==> src/rtl/store_buffer.sv <==
// MEM-stage store write buffer: formats sb/sh/sw into aligned data and byte enables,
// queues them in a DEPTH-entry FIFO and drains them to data memory over req/ack.
module store_buffer #(
  parameter int unsigned DEPTH = 4
) (
  input  logic        clk,
  input  logic        rst,
  input  logic        st_valid,
  output logic        st_ready,
  input  logic [31:0] st_addr,
  input  logic [31:0] st_data,
  input  logic        st_byte,
  input  logic        st_half,
  output logic        misalign,
  input  logic        ld_check,
  input  logic [31:0] ld_addr,
  output logic        ld_hazard,
  output logic        dm_req,
  output logic [31:0] dm_addr,
  output logic [31:0] dm_wdata,
  output logic [3:0]  dm_be,
  input  logic        dm_ack,
  output logic        empty
);

  localparam int unsigned PTR_W = $clog2(DEPTH);
  localparam int unsigned CNT_W = PTR_W + 1;

  typedef struct packed {
    logic [29:0] waddr;
    logic [31:0] wdata;
    logic [3:0]  be;
  } entry_t;

  typedef enum logic [0:0] {IDLE, ISSUE} state_e;

  state_e             state_q, state_d;
  entry_t             fifo_q [DEPTH];
  entry_t             new_entry;
  logic [PTR_W-1:0]   wr_ptr_q, rd_ptr_q;
  logic [CNT_W-1:0]   count_q, count_d;
  logic               misalign_q, misalign_d;
  logic               mis_c, push, pop, full;
  logic               unused_ld_low;

  assign unused_ld_low = &{1'b0, ld_addr[1:0]};

  // Store formatting and alignment check; byte takes priority if both size bits are set.
  always_comb begin
    new_entry       = '0;
    new_entry.waddr = st_addr[31:2];
    mis_c           = 1'b0;
    if (st_byte) begin
      new_entry.be    = 4'b0001 << st_addr[1:0];
      new_entry.wdata = {4{st_data[7:0]}};
    end else if (st_half) begin
      new_entry.be    = st_addr[1] ? 4'b1100 : 4'b0011;
      new_entry.wdata = {2{st_data[15:0]}};
      mis_c           = st_addr[0];
    end else begin
      new_entry.be    = 4'b1111;
      new_entry.wdata = st_data;
      mis_c           = |st_addr[1:0];
    end
  end

  assign full       = (count_q == CNT_W'(DEPTH));
  assign st_ready   = !full;
  assign empty      = (count_q == '0);
  assign push       = st_valid & st_ready & !mis_c;
  assign pop        = (state_q == ISSUE) & dm_ack;
  assign misalign_d = st_valid & st_ready & mis_c;
  assign count_d    = count_q + CNT_W'(push) - CNT_W'(pop);
  assign misalign   = misalign_q;

  always_ff @(posedge clk or negedge rst) begin
    if (!rst) begin
      wr_ptr_q   <= '0;
      rd_ptr_q   <= '0;
      count_q    <= '0;
      misalign_q <= 1'b0;
    end else begin
      if (push) wr_ptr_q <= wr_ptr_q + PTR_W'(1);
      if (pop)  rd_ptr_q <= rd_ptr_q + PTR_W'(1);
      count_q    <= count_d;
      misalign_q <= misalign_d;
    end
  end

  // Payload storage needs no reset; validity is tracked by the pointers and count.
  always_ff @(posedge clk) begin
    if (push) fifo_q[wr_ptr_q] <= new_entry;
  end

  // Word-granular hazard against every occupied slot, head included.
  always_comb begin
    logic [PTR_W-1:0] offs;
    ld_hazard = 1'b0;
    offs      = '0;
    for (int i = 0; i < DEPTH; i++) begin
      offs = PTR_W'(i) - rd_ptr_q;
      if ((CNT_W'(offs) < count_q) && (fifo_q[i].waddr == ld_addr[31:2]))
        ld_hazard = ld_check;
    end
  end

  always_ff @(posedge clk or negedge rst) begin
    if (!rst) state_q <= IDLE;
    else      state_q <= state_d;
  end

  // Stay in ISSUE across an ack only if entries remain behind the one being popped.
  always_comb begin
    state_d = state_q;
    case (state_q)
      IDLE:    if (count_q != '0) state_d = ISSUE;
      ISSUE:   if (dm_ack) state_d = (count_q > CNT_W'(1)) ? ISSUE : IDLE;
      default: state_d = IDLE;
    endcase
  end

  always_comb begin
    dm_req   = (state_q == ISSUE);
    dm_addr  = {fifo_q[rd_ptr_q].waddr, 2'b00};
    dm_wdata = fifo_q[rd_ptr_q].wdata;
    dm_be    = fifo_q[rd_ptr_q].be;
  end

endmodule

==> config.mk <==
export PLATFORM = sky130hd
export DESIGN_NAME = store_buffer
export DESIGN_NICKNAME = d
export VERILOG_FILES = /design/src/rtl/store_buffer.sv
export SDC_FILE = /design/constraint.sdc
export NUM_CORES = 1
export LEC_CHECK = 0
export BUFFER_PORTS_ARGS = -buffer_cell sky130_fd_sc_hd__clkbuf_2
export CAP_MARGIN = 25
export CORE_MARGIN = 3
export CORE_UTILIZATION = 57
export DETAILED_ROUTE_END_ITERATION = 6
export GPL_TIMING_DRIVEN = 0
export PLACE_DENSITY = 0.83
export RECOVER_POWER = 100
export SLEW_MARGIN = 40
export SYNTH_ARGS = -nofsm -noshare
export SYNTH_HDL_FRONTEND = slang
export SYNTH_SLANG_ARGS = --single-unit
==> constraint.sdc <==
create_clock -name clk -period 3.3 [get_ports clk]
set_input_delay 0.825 -clock clk [delete_from_list [all_inputs] [get_ports clk]]
set_output_delay 0.825 -clock clk [all_outputs]
set_load 0.01 [all_outputs]
Word level (Yosys, flattened, before mapping)
Memory sizes are Yosys's and may differ from the RTL's.
Cells that the tools add are included.
{"block": "word_totals", "ramBits": 264, "wordCells": 54, "ff_bits": 9, "input_bits": 103, "memories": 1, "out_inout_bits": 73}
{"name": "fifo_q", "depth": 4, "word_bits": 66, "read_ports": 5, "rd_clocked_by_memory_dff": 0, "write_ports": 1, "line": "38", "rtl": "entry_t fifo_q [DEPTH];"}
{"block": "classes", "magnitude_cmp": 5, "reduce_logical": 9, "bitwise": 5, "addsub": 8, "shift": 1, "mux": 15, "n_eq_ne": 5}
{"cell": "30-bit == test", "n": 4}
{"cell": "36-bit two-way mux", "n": 2}
{"cell": "2-bit by 3-bit less-than comparator with 1-bit output", "n": 4}
{"cell": "1-bit two-way mux", "n": 11}
{"cell": "2-bit by 1-bit adder with 2-bit output, second input constant", "n": 2}
{"cell": "1-bit AND", "n": 4}
{"cell": "1-bit logical AND", "n": 4}
{"cell": "4-bit two-way mux", "n": 1}
{"cell": "1-bit by 2-bit << shifter with 4-bit output, first input constant", "n": 1}
{"cell": "1-bit by 2-bit subtractor with 2-bit output, first input constant", "n": 2}
{"cell": "2-bit subtractor, first input constant", "n": 2}
{"cell": "3-bit by 1-bit adder with 3-bit output", "n": 1}
{"cell": "3-bit == test, second input constant", "n": 1}
{"cell": "3-bit by 1-bit > comparator with 1-bit output, second input constant", "n": 1}
{"cell": "3-bit zero test", "n": 1}
{"cell": "3-bit nonzero test", "n": 1}
{"cell": "3-bit by 1-bit subtractor with 3-bit output", "n": 1}
{"cell": "1-bit zero test", "n": 2}
{"cell": "1-bit one-hot mux with 2 select lines", "n": 1}
{"cell": "2-bit OR reduction", "n": 1}
{"cell": "1-bit inverter", "n": 1}

Logic depth before layout (Yosys ltp)
Gate-level depths: netlist (run 1).
{"block": "logic_depth", "depth_word": 7, "mapped_depth": 10, "mapped_depth_nobuf": 9}

Worst setup path after synthesis (run 1)
OpenSTA, ideal clock, no wires.
{"block": "synth_path", "kind": "input-to-reg", "from": "input st_half", "to": "memory fifo_q[0][0] (netlist name) (enable)", "n_path_buf": 1, "setup_ns": 0.431, "path_stages": 5, "required_time_ns": 2.869, "setup_slack_ns": -0.029, "arrival_ns": 2.897, "cell_sequence": "nand2b_1 > a21o_1 > and3_1 > buf_2 > and2_1"}
{"block": "synth_via", "elab_chain_len": 6}
{"item": "start: declaration", "line": "13", "rtl": "input logic st_half,"}
{"item": "1-bit two-way mux", "line": "56", "rtl": "end else if (st_half) begin"}
{"item": "1-bit two-way mux", "line": "53", "rtl": "if (st_byte) begin"}
{"item": "1-bit zero test", "line": "70", "rtl": "assign push = st_valid & st_ready & !mis_c;"}
{"item": "1-bit AND", "line": "70"}
{"item": "1-bit two-way mux", "line": "92", "rtl": "if (push) fifo_q[wr_ptr_q] <= new_entry;"}
{"item": "1-bit two-way mux (not written as such)", "line": "92"}
{"item": "end: declaration", "line": "38"}
Every way passes these cells.

Worst setup path after layout (run 1)
{"block": "layout_path", "from": "register rd_ptr_q[0]", "to": "output ld_hazard"}
{"block": "layout_via", "elab_chain_len": 7, "elab_cells_between_ends": 16, "classes_between": "add/sub: 4; order compare: 4; mux: 4; reduce/logical: 4"}
{"item": "start: declaration", "line": "40", "rtl": "logic [PTR_W-1:0] wr_ptr_q, rd_ptr_q;"}
{"item": "start signal: assignment", "line": "84", "rtl": "if (pop) rd_ptr_q <= rd_ptr_q + PTR_W'(1);"}
{"item": "1-bit by 2-bit subtractor with 2-bit output", "line": "101", "rtl": "offs = PTR_W'(i) - rd_ptr_q;"}
{"item": "2-bit by 3-bit less-than comparator with 1-bit output", "line": "102", "rtl": "if ((CNT_W'(offs) < count_q) && (fifo_q[i].waddr == ld_addr[31:2]))"}
{"item": "1-bit logical AND", "line": "102"}
{"item": "1-bit two-way mux (3 in series)", "line": "102"}
{"item": "1-bit two-way mux (*)", "line": "102"}
{"item": "end: declaration", "line": "17", "rtl": "output logic ld_hazard,"}
Every way passes the cells marked *; elsewhere a longest branch is shown, timed or not.

==> impl_metrics.tcl, run 1 <==
set metrics [dict create \
    synth-edff-count 264 \
    netlist_area_um2 11800 \
    layout_setup_ws_ns -0.0192 \
    fin_skew_ns 0.0163 \
    htreeDepth 1 \
    die_h_um 150 \
    design.core.area_um2 20300 \
    hold_viol_final 0 \
    die_w_um 150 \
    path_cells "buf_12 -> xor2_4 -> buf_4 -> ha_4 -> a2111oi_2 -> or4_4 -> buf_6" \
    clk_pin_slew_ns 0.06 \
    syn_area_per_cell_um2 18.5 \
    antenna_found_initial 2 \
    critPathBufInv 3 \
    critPathArrivalTime_ns 2.49 \
    synth-seq-area-share_pct 68.8 \
    ys_ff_latch 273 \
    cts_buffers 28 \
    synth_top_area_share_pct 66.9 \
    final_cells 1150 \
    synth_top_area_cell "edfxtp_1" \
    layout_common_cells "264 x edfxtp_1, 131 x clkbuf_2, 112 x xor2_1" \
    setup-tns-final_ns -0.0192 \
    wl_met3_um 2600 \
    drt_wl_total_um 27700 \
    m1WireLength_um 10200 \
    period_needed_ns 3.32 \
    synth_cell_types 38 \
    nFillCells 1300 \
    hold_buffers 0 \
    place_worst_setup_slack_ns -0.216 \
    final_cell_area_um2 14200 \
    routed_via_density 5.90 \
    async_flop_share_pct 3.30 \
    layout.nets 973 \
    clock_latency_ns 0.53 \
    critical_path.top_delay_family "simple AND/OR/NAND/NOR gates" \
    crit_fanout 8 \
    mostFrequentLayoutCell "edfxtp_1" \
    peakVddDrop_v 0.000588 \
    cp.required_ns 2.47 \
    dpl.hpwl_um 19300 \
    synth_top_family_by_area "multiplexers" \
    clock-root-buffer "clkbuf_16" \
    reg2regPathDepth 10 \
    vias 6788 \
    power_density_nw_per_um2 802 \
    p_leak_nw 5.09 \
    cp-start-kind "flip-flop" \
    drc_errors 0 \
    gp_congestion 0.970 \
    grt_max_degree 36 \
    dpl_cell_area_um2 13200 \
    ys_warn_count 0 \
    cts_tree "built" \
    cts.path.max_buffers 3 \
    cap_viol_max_count 0 \
    wl_per_cell_um 24.1 \
    tightest_slew_ns 0.771 \
    slowest_stage "or4_4" \
    yosys.area_share.simple_pct 3.26 \
    slew_violations 0 \
    yosys.area_share.adder_pct 1.33 \
    start_util_pct 58.4 \
    io_pins 176 \
    yosys.area_share.xor_xnor_pct 9.24 \
    violations "negative setup slack" \
    grt_pass1_vias 6926 \
    grt_pass1_wl_um 41500 \
    crit_type "flip-flop to output pin" \
    areaGrowthSynthToFinish_pct 20.3 \
    syn_inst 640 \
    grt_usage_pct 24.9 \
    met2_length_um 14100 \
    fp-row-count 52 \
    worst_hold_path_type "input pin to async pin" \
    drt-pass1-iter-count 6 \
    grt_remaining_overflow 0 \
    rsz0062_at_grt "true" \
    finalCritPeriodShare_pct 101 \
    port_buffers 171 \
    ant_nets 0 \
    drt_iter0_markers 454 \
    synth_flop_cell "edfxtp_1" \
    setup_viol_count_final 1 \
    relSlewSlack_pct 48.6 \
    layout-drive-gt1-share_pct 34.3 \
    synthTopCellsByArea "edfxtp_1 67%, mux4_2 13%, xor2_1 8.4%" \
    end_kind "output pin" \
    crit_path_max_incr_delay_ns 0.56 \
    synth_mux_area_share_pct 14.0 \
    place_inst 1088 \
    max_freq_mhz 301 \
    top_layer "met5" \
    cp.depth 7 \
    numClockSinks 273 \
    synth_compound_area_share_pct 1.66 \
    dieArea_um2 22600 \
    outcome "complete, but fails checks" \
]
==> cells by family (layout without fill, tap and decap cells) <==
family                     Yosys count  after routing
adders and majority gates           12             12
AOI/OAI and AO/OA                   35             35
buffers and inverters               44            281
xor gates and xnor gates           125            125
muxes                               82             82
other                                1              4
DFF                                273            273
and+or+nand+nor                     68             68
==> flip-flops by register name, indices dropped and copies added, names as in the netlist <==
register,count
misalign,1
rd_ptr_q,2
count_q,3
fifo_q,264
dm_req,1
wr_ptr_q,2
==> layer usage <==
metal  global-route usage [%]  vias up
li1                         -     2963
met1                     33.9     3387
met2                     41.7      370
met4                     7.41        2
met3                     4.79       66
met5                        0        -
==> report_power, final <==
| group | switching, W | internal [W] |
|---|---|---|
| Clock | 0.00124 | 0.00176 |
| Sequential | 0.000220 | 0.00439 |
| Combinational | 0.00209 | 0.00174 |
| Total | 0.00355 | 0.00789 |
==> per-stage QoR <==
step | power, W | hold WS, ns | utilization [%]
final | 0.0114 | 0.226 | 70.2
after global routing | 0.0119 | 0.260 | 70.2
after CTS | 0.0114 | 0.130 | 70.0
after detailed placement | 0.00822 | 0.612 | 64.9
after global placement | 0.00810 | 0.593 | 64.3
after floorplan | 0.00681 | 0.529 | -
==> area by class of cell <==
class                   instances  area [µm²]  area share, %
multi-input cells             324        3630           25.5
clock inverters                14         120          0.843
plain buffers                  20         141          0.992
inverters                      21        78.8          0.553
well taps                     270         338           2.37
flip-flops and latches        273        8150           57.2
clock buffers                  36         752           5.28
diodes                          2        5.00         0.0351
repair buffers                190        1030           7.24
==> timing repair <==
item,CTS,global route
endpoints found under the setup margin,15,21
resized for setup,26,15
pin swaps,5,4
buffers inserted,6,7
==> final timing paths <==
kind,to,startpoint,slack (ns)
max in group asynchronous,rd_ptr_q[0]$_DFFE_PN0P_,rst,2.71
min in group clk,misalign$_DFF_PN0_,st_valid,0.50
min,misalign$_DFF_PN0_,rst,0.23
max reg2reg,count_q[2]$_DFF_PN0_,count_q[2]$_DFF_PN0_,0.94
max,ld_hazard,rd_ptr_q[0]$_DFFE_PN0P_,-0.02
min reg2reg,rd_ptr_q[0]$_DFFE_PN0P_,dm_req$_DFF_PN0_,0.63
==> synthesized netlist by cell type (9+ instances only) <==
cell	number
buf_2	9
dfrtp_1	9
edfxtp_1	264
ha_1	11
inv_1	19
mux4_2	66
nand2_1	15
nor4_1	24
o21ai_0	19
xnor2_1	12
xor2_1	113
Power figures use the tool's default switching activity.
==> run 2: changes to the inputs <==
--- a/constraint.sdc
+++ b/constraint.sdc
@@ -3,2 +3,2 @@
 set_output_delay 0.825 -clock clk [all_outputs]
-set_load 0.01 [all_outputs]
+set_load 0.005 [all_outputs]
==> run 2 against run 1 <==
Net effect: largest power group unchanged; maximum frequency fell by 1.5%; via count rose by 0.38%; wire length rose by 1.3%; utilization about the same; the run still ends with negative setup slack left; sequential share of layout area about the same; global-route usage up 0.051 points; sequential power barely moved; critical path type is now input pin to output pin.
==> impl_metrics.tcl, run 2 (same netlist as run 1, synthesis figures left out) <==
set metrics [dict create \
    period_needed_ns 3.37 \
    setup_viol_count_final 1 \
    grt_pass1_vias 6938 \
    crit_path_max_incr_delay_ns 0.52 \
    grtUsageMet2_pct 42.0 \
    drt_wl_total_um 28100 \
    peakVddDrop_v 0.000569 \
    io_pins 176 \
    power_density_nw_per_um2 788 \
    fp-row-count 52 \
    utilization_pct 70.2 \
    dieArea_um2 22600 \
    path_cells "clkbuf_2 -> xor2_1 -> nor4_1 -> nand3_2 -> a2111oi_1 -> or4_4 -> buf_6" \
    finalCritPeriodShare_pct 102 \
    tightest_slew_ns 0.792 \
    p_leak_nw 5.07 \
    grt.busiest_layer "met2" \
    use_met3_pct 5.60 \
    cts.path.max_buffers 3 \
    met1_usage_pct 33.3 \
    grt_usage_pct 25.0 \
    multi_input_area_um2 3650 \
    areaGrowthSynthToFinish_pct 20.2 \
    hold_viol_final 0 \
    regArea_um2 8150 \
    dpl.hpwl_um 19300 \
    crit_fanout 4 \
    routed_via_density 5.95 \
    start_util_pct 58.4 \
    vias 6814 \
    layout.nets 969 \
    clock_latency_ns 0.53 \
    cts_tree "built" \
    port_buffers 171 \
    fin_skew_ns 0.0142 \
    drc_errors 0 \
    cp.required_ns 2.47 \
    design.core.area_um2 20300 \
    layout_common_cells "264 x edfxtp_1, 131 x clkbuf_2, 112 x xor2_1" \
    die_w_um 150 \
    layout-drive-gt1-share_pct 34.4 \
    drt_iter0_markers 499 \
    clock-root-buffer "clkbuf_16" \
    crit_type "input pin to output pin" \
    antenna_found_initial 3 \
    nFillCells 1303 \
    drt-pass1-iter-count 5 \
    layout_setup_ws_ns -0.0682 \
    slew_violations 0 \
    slowest_stage "nor4_1" \
    numClockSinks 273 \
    largest_reg_flops 264 \
    cap_viol_max_count 0 \
    max_freq_mhz 297 \
    place_worst_setup_slack_ns -0.196 \
    relSlewSlack_pct 47.2 \
    cp-start-kind "input pin" \
    gp_congestion 0.970 \
    clk_pin_slew_ns 0.06 \
    grt_remaining_overflow 0 \
    hold_slack_ns 0.231 \
    htreeDepth 1 \
    outcome "complete, but fails checks" \
    wl_per_cell_um 24.5 \
    die_h_um 150 \
    largest-register "fifo_q" \
    violations "negative setup slack" \
    grt_max_degree 36 \
    worst_hold_path_type "input pin to async pin" \
    rsz0062_at_grt "true" \
    cts_buffers 28 \
    mostFrequentLayoutCell "edfxtp_1" \
    ant_nets 0 \
    grt_pass1_wl_um 41600 \
    top_regs "fifo_q x264, count_q x3" \
    setup-tns-final_ns -0.0682 \
    critPathArrivalTime_ns 2.54 \
    end_kind "output pin" \
]
run 2: repair_timing:
item                       in CTS  in global routing
buffers inserted                6                  3
hold buffers                    0                  0
resized for setup              23                 21
gates cloned                    0                  0
pin swaps                       3                  6
setup endpoints to repair      12                 12
run 2: layout make-up:
cell class	instances	area share [%]
antenna	2	0.0351
buffer	20	0.975
clock buffer	36	5.28
clock inverter	14	0.843
inverter	21	0.554
multi-input combinational	324	25.7
sequential	273	57.3
tap	270	2.37
timing repair buffer	186	7.03
run 2: metrics by stage:
stage	instances	power [W]	cell area, µm²
global route	1145	0.0117	14200
floorplan	641	0.00660	11900
global placement	1082	0.00789	13100
CTS	1143	0.0112	14200
finish	1146	0.0112	14200
detailed placement	1088	0.00801	13200
run 2: worst paths after layout:
path	from	endpoint	slack [ns]	cells after the start
min	rst	misalign$_DFF_PN0_	0.23	1
max reg2reg	count_q[2]$_DFF_PN0_	count_q[2]$_DFF_PN0_	0.95	10
min in group clk	st_valid	misalign$_DFF_PN0_	0.50	3
max in group asynchronous	rst	rd_ptr_q[0]$_DFFE_PN0P_	2.70	1
max	ld_addr[24]	ld_hazard	-0.07	7
min reg2reg	dm_req$_DFF_PN0_	rd_ptr_q[0]$_DFFE_PN0P_	0.63	2
run 2: critical path, delay by kind of cell:
family	cells	cell delay (ns)
compound gates	1	0.39
xor+xnor	1	0.18
simple gates	3	0.90
buf+inv	2	0.25
run 2: routing by layer:
metal	wire [µm]	part of all wire [%]
met1	10300	37
met2	14300	51
met3	2720	9.7
met4	778	2.8
met5	13	0.046
run 2: power by group:
part           switching, W  total, W  internal, W
Clock               0.00125   0.00300      0.00176
Combinational       0.00190   0.00362      0.00172
Sequential         0.000219   0.00461      0.00439
